[config.mk]
export PLATFORM = sky130hd
export DESIGN_NAME = bit_serial_sub_flat
export DESIGN_NICKNAME = d
export VERILOG_FILES = /design/src/rtl/bit_serial_sub_if.sv /design/src/rtl/bit_serial_sub.sv /design/src/flat_wrapper.sv
export SDC_FILE = /design/constraint.sdc
export NUM_CORES = 1
export LEC_CHECK = 0
export ABC_AREA = 1
export ABC_CLOCK_PERIOD_IN_PS = 1300
export CAP_MARGIN = 40
export CORE_MARGIN = 3
export CORE_UTILIZATION = 35
export CTS_CLUSTER_SIZE = 8
export DETAILED_ROUTE_END_ITERATION = 6
export GPL_ROUTABILITY_DRIVEN = 0
export MAX_ROUTING_LAYER = met4
export PLACE_DENSITY_LB_ADDON = 0.05
export SLEW_MARGIN = 0
export SYNTH_ARGS = -nofsm -noshare
export SYNTH_HDL_FRONTEND = slang
export SYNTH_SLANG_ARGS = --single-unit
[constraint.sdc]
create_clock -name clk -period 1.3 [get_ports clk]
set_clock_uncertainty 0.1 [all_clocks]
set_input_delay 0.195 -clock clk [delete_from_list [all_inputs] [get_ports clk]]
set_output_delay 0.195 -clock clk [all_outputs]
set_load 0.05 [all_outputs]
[src/rtl/bit_serial_sub_if.sv]
// bit_serial_sub_if: start/busy/done handshake and operand/result bus for the bit-serial subtractor
interface bit_serial_sub_if #(parameter int WIDTH = 8);
  logic             start;
  logic [WIDTH-1:0] a;
  logic [WIDTH-1:0] b;
  logic             busy;
  logic             done;
  logic [WIDTH-1:0] diff;
  logic             borrow_out;
  logic             ovf;
  modport master (output start, a, b, input busy, done, diff, borrow_out, ovf);
  modport slave  (input start, a, b, output busy, done, diff, borrow_out, ovf);
endinterface

[src/rtl/bit_serial_sub.sv]
// bit_serial_sub: one-bit-per-cycle a-b through a single full-subtractor cell with a registered borrow
module bit_serial_sub #(
  parameter int WIDTH = 8
) (
  input logic           clk,
  input logic           rst,
  bit_serial_sub_if.slave bus
);
  localparam int CW = $clog2(WIDTH);
  typedef enum logic [1:0] {IDLE, RUN, DONE} state_t;
  state_t           state_q, state_d;
  logic [WIDTH-1:0] a_sh_q, a_sh_d, b_sh_q, b_sh_d, d_sh_q, d_sh_d;
  logic [WIDTH-1:0] diff_q, diff_d;
  logic [CW-1:0]    cnt_q, cnt_d;
  logic             bor_q, bor_d, a_msb_q, a_msb_d, b_msb_q, b_msb_d;
  logic             bout_q, bout_d, ovf_q, ovf_d;
  logic             d, bout, last;
  // full-subtractor cell on the current LSBs plus the held borrow
  always_comb begin
    d    = a_sh_q[0] ^ b_sh_q[0] ^ bor_q;
    bout = (~a_sh_q[0] & b_sh_q[0]) | (~(a_sh_q[0] ^ b_sh_q[0]) & bor_q);
    last = cnt_q == CW'(WIDTH - 1);
  end
  // next state: load on accepted start, shift one bit per RUN cycle, publish results on the last bit
  always_comb begin
    state_d = state_q;
    a_sh_d  = a_sh_q;
    b_sh_d  = b_sh_q;
    d_sh_d  = d_sh_q;
    diff_d  = diff_q;
    cnt_d   = cnt_q;
    bor_d   = bor_q;
    a_msb_d = a_msb_q;
    b_msb_d = b_msb_q;
    bout_d  = bout_q;
    ovf_d   = ovf_q;
    case (state_q)
      RUN: begin
        a_sh_d  = a_sh_q >> 1;
        b_sh_d  = b_sh_q >> 1;
        d_sh_d  = {d, d_sh_q[WIDTH-1:1]};
        bor_d   = bout;
        cnt_d   = cnt_q + CW'(1);
        state_d = last ? DONE : RUN;
        diff_d  = last ? {d, d_sh_q[WIDTH-1:1]} : diff_q;
        bout_d  = last ? bout : bout_q;
        ovf_d   = last ? (a_msb_q != b_msb_q) && (d != a_msb_q) : ovf_q;
      end
      default: begin
        state_d = bus.start ? RUN : IDLE;
        if (bus.start) begin
          a_sh_d  = bus.a;
          b_sh_d  = bus.b;
          bor_d   = 1'b0;
          cnt_d   = '0;
          a_msb_d = bus.a[WIDTH-1];
          b_msb_d = bus.b[WIDTH-1];
        end
      end
    endcase
  end
  // state and datapath registers with synchronous reset
  always_ff @(posedge clk) begin
    if (rst) begin
      state_q <= IDLE;
      a_sh_q  <= '0;
      b_sh_q  <= '0;
      d_sh_q  <= '0;
      diff_q  <= '0;
      cnt_q   <= '0;
      bor_q   <= 1'b0;
      a_msb_q <= 1'b0;
      b_msb_q <= 1'b0;
      bout_q  <= 1'b0;
      ovf_q   <= 1'b0;
    end else begin
      state_q <= state_d;
      a_sh_q  <= a_sh_d;
      b_sh_q  <= b_sh_d;
      d_sh_q  <= d_sh_d;
      diff_q  <= diff_d;
      cnt_q   <= cnt_d;
      bor_q   <= bor_d;
      a_msb_q <= a_msb_d;
      b_msb_q <= b_msb_d;
      bout_q  <= bout_d;
      ovf_q   <= ovf_d;
    end
  end
  assign bus.busy       = state_q == RUN;
  assign bus.done       = state_q == DONE;
  assign bus.diff       = diff_q;
  assign bus.borrow_out = bout_q;
  assign bus.ovf        = ovf_q;
endmodule
[src/flat_wrapper.sv]
// flat-port wrapper written by rule: the top's interface ports become plain ports
module bit_serial_sub_flat 
#(
  parameter int WIDTH = 8
)
  (clk, rst, bus_start, bus_a, bus_b, bus_busy, bus_done, bus_diff, bus_borrow_out, bus_ovf);
  bit_serial_sub_if #(.WIDTH(WIDTH)) bus_i ();
  input logic clk;
  input logic rst;
  input wire logic [$bits(bus_i.start)-1:0] bus_start;
  input wire logic [$bits(bus_i.a)-1:0] bus_a;
  input wire logic [$bits(bus_i.b)-1:0] bus_b;
  output wire logic [$bits(bus_i.busy)-1:0] bus_busy;
  output wire logic [$bits(bus_i.done)-1:0] bus_done;
  output wire logic [$bits(bus_i.diff)-1:0] bus_diff;
  output wire logic [$bits(bus_i.borrow_out)-1:0] bus_borrow_out;
  output wire logic [$bits(bus_i.ovf)-1:0] bus_ovf;
  assign bus_i.start = bus_start;
  assign bus_i.a = bus_a;
  assign bus_i.b = bus_b;
  assign bus_busy = bus_i.busy;
  assign bus_done = bus_i.done;
  assign bus_diff = bus_i.diff;
  assign bus_borrow_out = bus_i.borrow_out;
  assign bus_ovf = bus_i.ovf;
  bit_serial_sub #(.WIDTH(WIDTH)) u_core (.clk(clk), .rst(rst), .bus(bus_i));
endmodule
=== Word level (Yosys, flattened, before mapping) ===
Index checks and enable logic that the tools add are counted.

* Flip-flop bits (word level): 42
* Latch bits: 0
* RAM bits: 0
* Bits in read-only memories: 0
* Input bits: 19
* Output and inout port bits: 12
* Memories kept: 0

* Add/sub/neg operators: 1
* Multiply operators: 0
* Divide/modulo/power cells: 0
* Magnitude comparators: 0
* Equality and inequality tests: 5
* Shift operators: 0
* Mux-type cells: 11
* Bitwise operators: 8
* Reductions and logical operators: 5

{| class="wikitable"
|+ Operators by type and width
! kind !! number
|-
| $mux 7 || 4
|-
| $mux 3 || 2
|-
| $mux 2 || 2
|-
| $reduce_and 2->1 || 2
|-
| $add 3x1->3 const B || 1
|-
| $eq 3x3->1 const B || 1
|-
| $mux 1 || 3
|-
| $not 1->1 || 3
|-
| $and 1x1->1 || 2
|-
| $eq 2x1->1 const B || 1
|-
| $eq 2x2->1 const B || 1
|-
| $ne 1x1->1 || 2
|-
| $reduce_bool 2->1 || 1
|-
| $reduce_or 2->1 || 1
|-
| $xor 1x1->1 || 2
|-
| $logic_and 1x1->1 || 1
|-
| $or 1x1->1 || 1
|}

=== Depth between registers and ports, before layout ===
Gate-level depths: netlist of the first run.

* Depth after elaboration: 5
* Depth in mapped cells: 7
* Depth with buffers taken out: 6

=== Worst setup path after synthesis of the first run ===
OpenSTA, ideal clock, no wires.

* Path kind: reg2out
* From: reg u_core.state_q[1]
* To: out bus_done
* Arrival: 1.072 ns
* Required time: 1.005 ns
* Path slack: -0.067 ns
* Cell stages (with the launch flop): 3
* Path buffers: 0
* Path through: dfxtp_1 -> inv_2 -> nor2_1

* Cells in the longest elaborated chain, start to end: 1

{| class="wikitable"
|+ RTL lines
! element !! RTL line !! source
|-
| start, declared || bit_serial_sub.sv:11 || <nowiki>state_t state_q, state_d;</nowiki>
|-
| start signal, assigned || bit_serial_sub.sv:77 || <nowiki>state_q <= state_d;</nowiki>
|-
| $eq 2x2->1 || bit_serial_sub.sv:91 || <nowiki>assign bus.done = state_q == DONE;</nowiki>
|-
| end, declared || flat_wrapper.sv:14 || <nowiki>output wire logic [$bits(bus_i.done)-1:0] bus_done;</nowiki>
|}

No other way between the ends.

=== Worst setup path after layout of the first run ===
* From: reg u_core.b_sh_q[0]
* To: reg u_core.diff_q[7], in the netlist u_core.bus.diff[7]

* Cells in the longest elaborated chain, start to end: 2

{| class="wikitable"
|+ RTL lines
! element !! RTL line !! source
|-
| start, declared || bit_serial_sub.sv:12 || <nowiki>logic [WIDTH-1:0] a_sh_q, a_sh_d, b_sh_q, b_sh_d, d_sh_q, d_sh_d;</nowiki>
|-
| start signal, assigned || bit_serial_sub.sv:79 || <nowiki>b_sh_q <= b_sh_d;</nowiki>
|-
| $xor 1x1->1 (2 in a row) || bit_serial_sub.sv:20 || <nowiki>d = a_sh_q[0] ^ b_sh_q[0] ^ bor_q;</nowiki>
|-
| named net u_core.d || bit_serial_sub.sv:17 || <nowiki>logic d, bout, last;</nowiki>
|-
| end signal, assigned || bit_serial_sub.sv:81 || <nowiki>diff_q <= diff_d;</nowiki>
|-
| end, declared || bit_serial_sub.sv:13 || <nowiki>logic [WIDTH-1:0] diff_q, diff_d;</nowiki>
|}

The timed path passes the listed nets, and every way through them passes these cells.
A chain may end at the register's enable or synchronous reset.

==> results, run 1 <==
- The run finished, with violations left.
- The final reports fail on setup timing.
- The worst setup path is launched from a register.
- The first detailed-routing pass took 4 iterations.
- In this run, the number of DRC markers left after iteration 0 of detailed routing was 46.
- The hold slack is 0.3491 ns.
- In the global route stage, overall resource usage came out at 14.50%.
- The synthesized design spends more area on one cell type than any other, namely sky130_fd_sc_hd__dfxtp_1.
- Including well taps, the total number of placed cells is 328.
- The wire-length estimate of the detail-placed layout is 2729 microns.
- The utilization after layout is 56.52%.
- The clock reaches the later pin of the worst-skew pair after 0.29 ns.
- Clock tree synthesis selected as its root buffer the cell sky130_fd_sc_hd__clkbuf_8.
- The critical path startpoint is u_core.b_sh_q[0].
- The core footprint is 4564 sq um.
- The kind of path behind the tightest hold check is reg -> reg.
- The I/O pin count is 31.
- The final wirelength is 3866 microns.
- The count of non-filler cells in the finished layout is 343.
- The clock tree synthesis step divided the H-tree into 2 levels.
- 0 antenna diodes ended up in the layout.
- Using the TritonRoute via totals, the vias-per-cell ratio works out to 4.499.
- The leakage power of the design is 1.165 nW.
- The global-route wire length before repair is 6782 microns.
- The distinct cell type count after synthesis is 18.
- The internal power of the cells totals 2.252 mW.
- The total overflow left after global routing is 0.
- Power spread over the standard cell area amounts to 1132 nW/um^2.
- For this block, the via count after detailed routing is 1543.
- The synthesized design devotes to its leading area cell type 47.33% of total area.
- The fraction of power consumed by the clock network is 42.4%.
- The flop and latch count out of synthesis is 41.
- By area the synthesized netlist is led by sky130_fd_sc_hd__dfxtp_1, sky130_fd_sc_hd__nand3_1, sky130_fd_sc_hd__nand2_1, sky130_fd_sc_hd__inv_1, sky130_fd_sc_hd__o22ai_1.
- Clock tree synthesis inserted a total of 5 buffers.
- The most common cell after layout, fill and taps aside is sky130_fd_sc_hd__nand2_1.
- The post-synthesis instance total is 230.
- For this run, design rule violations remaining after detail routing come to 0.
- The type of the worst setup path is reg -> reg.
- The clock tree from TritonCTS is built.
- Buffers placed on the I/O ports in this run total 30.
- Summing every instance area after synthesis gives 1734 sq um.
- Data on the critical path is required at its endpoint by 1.43 ns.
- The average instance in the mapped netlist occupies 7.540 sq um.
- In this run the worst path has a maximum fanout of 3.
- Compared with the post-synthesis result, the final layout area differs by 48.77%.
- The die is 76.39 microns wide.
- The final critical path takes up 107.5% of the cycle.
- The relative contribution of combinational cells to total power is 12.2%.
- The remaining antenna violation count is 0.
- The starting utilization of the core area is 37.99%.
- The total met3 wirelength after detailed routing is 143 microns.
- The proportion of power drawn by flip-flops and latches is 45.4%.
- The worst hold path startpoint is u_core.d_sh_q[4].
- The count of max-cap constraint violations is 0.
- For this run, the register share of the synthesized area comes to 47.33%.
- The design area is 2580 sq um.
- For the pin with the worst max-slew slack, the measured transition is 0.3341 ns.
- The initial antenna violation count was 0.
- The count of endpoints failing hold in the final timing report was 0.
- The startpoint identified for the worst register-to-register timing path is u_core.b_sh_q[0].
- Entering global routing, the biggest net connects 24 pins.
- The placed standard-cell area is 2310 sq um.
- The routed length per placed instance is 11.27 microns.
- In this run the deepest clock path goes through 2 buffers.
- The met1 wire length is 2015 microns.
- The setup total negative slack is -0.2356 ns.
- The maximum vdd ir drop is 0.0009390 V.
- After clock tree synthesis, the clock-pin slew on the worst setup and hold paths is 0.09 ns.
- The via count of the first global-routing pass came to 1439.
- The number of nets in the layout is 299.
- The completed layout was analyzed and its total power is 2.921 mW.
- The chip height is 76.39 microns.
- Setup violations remaining at the end of the flow were counted as 4.
- The power dissipated by switching net loads is 0.6694 mW.
- Counting every net in the synthesized netlist gives 252.
- The share of layout cells above drive strength 1 is 23.74%.
- The clock sink total is 41.
- Static timing analysis puts the maximum clock frequency at 715.6 MHz.
- The highest metal layer used by the detailed router is met4.
- The worst path setup slack after routing is -0.09736 ns.
- The Yosys step of the flow raised 0 warnings.
- Setup repair after global routing could not meet its margin everywhere.
- Timing analysis after detailed placement gives a worst setup slack of -0.1304 ns.
- The die area is 5835 sq um.
- The total number of placement rows is 24.
- The remaining max-slew budget at the tightest pin is 77.65%.
- Data on the critical path arrives at its endpoint at 1.53 ns.
- The capturing element type of the critical path is a register.
- The amount of wire on met2 after detailed routing is 1692 microns.
- The switching portion of total power is 22.92%.
- The final critical path time including I/O delays and setup is 1.397 ns.
- The library cells used most frequently in the layout, excluding fill and tap cells, are sky130_fd_sc_hd__nand2_1, sky130_fd_sc_hd__nand3_1, sky130_fd_sc_hd__dfxtp_1.
- The number of max-slew violations in the final report is 0.
[logic make-up after synthesis]
kind of cell,Yosys count,share of synthesized area (%)
simple gates,131,34.56
flops,41,47.33
buf+inv,40,10.75
compound gates,15,4.762
fa+ha+maj,3,2.597
[power by group through the flow]
stage	sequential [mW]	combinational [mW]	clock, mW
4_1_cts	1.33	0.342	1.26
3_5_place_dp	1.35	0.327	0
6_report	1.33	0.357	1.24
2_1_floorplan	1.35	0.189	0
3_3_place_gp	1.35	0.325	0
5_1_grt	1.33	0.400	1.31
[registers in the layout, summed over array words and instances (netlist names)]
register               flops
u_core.state_q             2
u_core.d_sh_q              7
u_core.bus.diff            8
u_core.bus.borrow_out      1
u_core.cnt_q               3
u_core.a_sh_q              8
u_core.b_msb_q             1
u_core.a_msb_q             1
u_core.bor_q               1
u_core.bus.ovf             1
u_core.b_sh_q              8
[what timing repair did]
action	4_1_cts	5_1_grt
pin swaps	5	4
setup buffers	3	2
cloned	2	0
setup endpoints to repair	14	28
gates resized for setup	13	13
hold buffers	0	0
[area by class of cell]
class	instances	area, sq um
fill	439	1984
clock buffer	5	68.82
clock inverter	3	68.82
tap	65	81.33
timing repair buffer	50	619.3
sequential	41	830.8
inverter	29	111.4
multi-input combinational	150	799.5
[synth_stat cells]
cell / count
sky130_fd_sc_hd__dfxtp_1: 41
sky130_fd_sc_hd__o21ai_0: 6
sky130_fd_sc_hd__inv_2: 3
sky130_fd_sc_hd__buf_6: 2
sky130_fd_sc_hd__nand2_1: 61
sky130_fd_sc_hd__ha_1: 2
sky130_fd_sc_hd__nor2_4: 3
sky130_fd_sc_hd__o22ai_1: 6
sky130_fd_sc_hd__nand3b_1: 1
sky130_fd_sc_hd__buf_2: 5
sky130_fd_sc_hd__inv_1: 26
sky130_fd_sc_hd__buf_4: 4
sky130_fd_sc_hd__nand2_4: 1
sky130_fd_sc_hd__nand2_2: 1
sky130_fd_sc_hd__nand3_1: 57
sky130_fd_sc_hd__a21oi_1: 3
sky130_fd_sc_hd__fa_1: 1
sky130_fd_sc_hd__nor2_1: 7
[layer usage]
metal | global-route usage (%) | vias to the layer above
met4 | 4.348 | 0
met1 | 19.88 | 685
met3 | 3.783 | 2
li1 | - | 834
met2 | 20.91 | 22
met5 | - | -
[worst max-delay path: stages (launching register included)]
cell	delay, ns
sky130_fd_sc_hd__dfxtp_2	0.35
sky130_fd_sc_hd__inv_2	0.04
sky130_fd_sc_hd__fa_2	0.60
sky130_fd_sc_hd__buf_4	0.12
sky130_fd_sc_hd__nand3_2	0.07
sky130_fd_sc_hd__nand2_1	0.06
[worst paths after layout]
kind                                           end  slack, ns  cells past startpoint
worst max-delay path            u_core.bus.diff[7]       -0.1                      5
worst min-delay path            u_core.bus.diff[3]       0.35                      2
worst min register to register  u_core.bus.diff[3]       0.35                      2
worst max register to register  u_core.bus.diff[7]       -0.1                      5
(Power assumes the default switching activity.)
==> run 2, diff against run 1 <==
Settings changed: GPL_TIMING_DRIVEN set to 0, SKIP_CTS_REPAIR_TIMING set to 1.
==> run 2 against run 1 <==
  * The flow still finishes with violations (setup timing)
  * Total power is 14% lower
  * Worst setup slack worse by 0.00090 ns
  * Flip-flop and latch count stayed put
  * Cell count is 1.5% lower
  * Combinational power is 9.2% lower
==> results, run 2 (synthesis gave the netlist of run 1 again) <==
- The count of endpoints failing hold in the final timing report is 0 (unchanged).
- The power consumption is 2.504 mW (-14%).
- The detailed router used layers up to and including met4.
- The post-placement setup slack is -0.6655 ns (-0.5351 ns).
- The total of endpoints with negative setup slack in the final report is 10 (+6).
- The initial antenna violation count is 0 (unchanged).
- The checks that failed: setup timing.
- The hold slack is 0.2832 ns (-0.06595 ns).
- The final critical path time including I/O delays and setup is 1.398 ns (+0.0009048 ns).
- The number of vias per cell is 4.686 (+4.2%).
- The switching portion of total power is 27.01% (+4.1 points).
- The clock sink total is 41 (unchanged).
- The remaining antenna violation count is 0 (unchanged).
- The number of stages on the worst hold path is 5 (+3).
- The type of the worst setup path is reg -> reg.
- The most critical setup path has its startpoint at u_core.cnt_q[0].
- The required time of the worst setup path is 1.45 ns (+0.02 ns).
- The power dissipated by switching net loads is 0.6764 mW (+1.1%).
- The global-route wire length before repair was 7031 microns (+3.7%).
- The worst path setup slack after routing is -0.09827 ns (-0.0009048 ns).
- The top achievable clock speed is 715.2 MHz (about the same).
- The number of max-slew violations in the final report is 0 (unchanged).
- The worst setup path is captured at a register.
- The reg-to-reg critical path startpoint is u_core.cnt_q[0].
- The placed standard-cell area is 2115 sq um (-8.5%).
- The relative contribution of combinational cells to total power is 12.9% (+0.7 points).
- Setup repair after global routing could not meet its margin everywhere.
- The I/O pin count is 31 (unchanged).
- The transition time at the pin with the least slew margin is 0.3195 ns (-0.01460 ns).
- The path depth of the worst reg2reg path was 7 (+2).
- The remaining max-slew budget at the tightest pin is 78.62% (+0.98 points).
- The area growth from synthesis to layout is 29.51%.
- The final wirelength is 4236 microns (+9.6%).
- The clock transition at the register clock pins on the worst setup and hold paths after CTS is 0.09 ns (about the same).
- The maximum buffer depth of the clock tree is 2 (unchanged).
- The proportion of power drawn by flip-flops and latches is 53.0% (+7.6 points).
- The number of detailed-route iterations in the first pass came to 4 (unchanged).
- The CTS buffer count is 5 (unchanged).
- The chip height came to 76.39 microns (unchanged).
- The critical-path maximum fanout is 4 (+1).
- The depth of the CTS H-tree is 2 (unchanged).
- The routed length per placed instance is 12.53 microns (+11%).
- The root cell of the clock tree is sky130_fd_sc_hd__clkbuf_8.
- The global routing usage summed across all routing layers is 15.58% (+1.1 points).
- The source-to-sink clock delay at the later pin of the worst-skew pair is 0.29 ns (about the same).
- The share of layout cells above drive strength 1 was 22.34% (-1.4 points).
- The data arrival time of the critical path was 1.55 ns (+0.02 ns).
- The count of non-filler cells in the finished layout was 338 (-1.5%).
- The utilization after layout was 49.21% (-7.3 points).
- The total inserted antenna cells is 0 (unchanged).
- TritonCTS built the clock tree.
- The number of nets in the layout is 294 (-1.7%).
- The met1 wire length is 2138 microns (+6.1%).
- The number of DRC markers in iteration 0 is 59 (+28%).
- The total grt overflow was 0 (unchanged).
- The most common cell after layout, fill and taps aside is sky130_fd_sc_hd__nand2_1.
- The worst hold path begins at bus_start.
- The amount of wire on met2 after detailed routing is 1900 microns (+12%).
- The flow ran to the end, but the final reports show violations.
- The remaining routing DRC violations is 0 (unchanged).
- The via count of the first global-routing pass was 1460 (+1.5%).
- The starting utilization of the core area is 37.99% (unchanged).
- The library cells used most frequently in the layout, excluding fill and tap cells, are sky130_fd_sc_hd__nand2_1, sky130_fd_sc_hd__nand3_1, sky130_fd_sc_hd__dfxtp_1.
- The placed wire-length estimate after detailed placement is 2916 microns (+6.9%).
- The die area is 5835 sq um (unchanged).
- The final critical-path share of the clock period is 107.6% (about the same).
- The critical path launch point type is a register.
- The placed instance count came to 324 (-1.2%).
- The horizontal die dimension is 76.39 microns (unchanged).
- The leakage power of the design is 1.065 nW (-8.6%).
- The total number of placement rows came to 24 (unchanged).
- The number of fill cells in the layout came to 510 (+16%).
- The total met3 wirelength after detailed routing is 160 microns (+12%).
- The cell-internal power was 1.827 mW (-19%).
- The total vias in the final route was 1584 (+2.7%).
- The setup total negative slack is -0.6827 ns (-0.4471 ns).
- The end point of the most critical hold path is u_core.b_sh_q[6].
- The count of max-cap constraint violations is 0 (unchanged).
- The count of port buffers added during placement is 29 (-3.3%).
- The maximum number of pins on one net before global-route repair is 15 (-38%).
- The fraction of power consumed by the clock network came to 34.0% (-8.4 points).
- The kind of path behind the tightest hold check is in -> reg.
- The maximum vdd ir drop was 0.0006462 V (-31%).
- The design area was 2246 sq um (-13%).
- The core footprint is 4564 sq um (unchanged).
- The power density over the cells came to 1115 nW/um^2 (-1.5%).
- In this run the critical register-to-register path is captured at u_core.bus.ovf.
- The reg-to-reg setup timing slack is -0.1 ns (about the same).
run 2: cell count changes in the layout (fill, tap and decap cells not counted), moves of 2 or more:
cell	before	now
sky130_fd_sc_hd__inv_2	6	8
sky130_fd_sc_hd__buf_2	0	4
sky130_fd_sc_hd__nor2_4	5	3
sky130_fd_sc_hd__clkbuf_2	0	10
sky130_fd_sc_hd__buf_12	15	0
sky130_fd_sc_hd__buf_6	3	5
sky130_fd_sc_hd__clkinv_4	0	2
sky130_fd_sc_hd__bufinv_16	2	0
sky130_fd_sc_hd__buf_4	14	8
run 2: worst max path at each step:
stage               slack, ns  cells after the start              to
floorplan               -0.01                      6  u_core.bus.ovf
global placement        -0.68                      4        bus_busy
detailed placement      -0.67                      4        bus_busy
CTS                     -0.99                      4        bus_busy
global route            -0.17                      7  u_core.bus.ovf
finish                   -0.1                      7  u_core.bus.ovf
run 2: area by class of cell:
cell class                      count  area (sq um)  area share (%)
Clock buffer                        5         68.82           3.064
Clock inverter                      3         22.52           1.003
Multi-Input combinational cell    149         755.7           33.65
Sequential cell                    41         829.5           36.94
Inverter                           29         108.9           4.847
Buffer                             11         83.83           3.733
Timing Repair Buffer               35         295.3           13.15
Tap cell                           65         81.33           3.621
run 2: worst max-delay path: stages, from the launching register on:
cell and delay [ns]:
sky130_fd_sc_hd__dfxtp_2 0.35, sky130_fd_sc_hd__ha_2 0.19, sky130_fd_sc_hd__ha_4 0.14, sky130_fd_sc_hd__nand3_2 0.13, sky130_fd_sc_hd__nor2_4 0.17, sky130_fd_sc_hd__buf_4 0.14, sky130_fd_sc_hd__nand3_1 0.07, sky130_fd_sc_hd__nand2_1 0.06
run 2: routing by layer:
metal	vias up	track usage (%)
li1	824	-
met1	726	20.70
met2	30	22.41
met3	4	4.965
met4	0	5.072
met5	-	-
run 2: power groups by stage:
| stage | clock network, mW | logic [mW] | registers [mW] |
|---|---|---|---|
| floorplan | 0 | 0.189 | 1.35 |
| global placement | 0 | 0.301 | 1.36 |
| detailed placement | 0 | 0.302 | 1.36 |
| CTS | 0.883 | 0.303 | 1.33 |
| global route | 0.950 | 0.366 | 1.33 |
| finish | 0.852 | 0.324 | 1.33 |
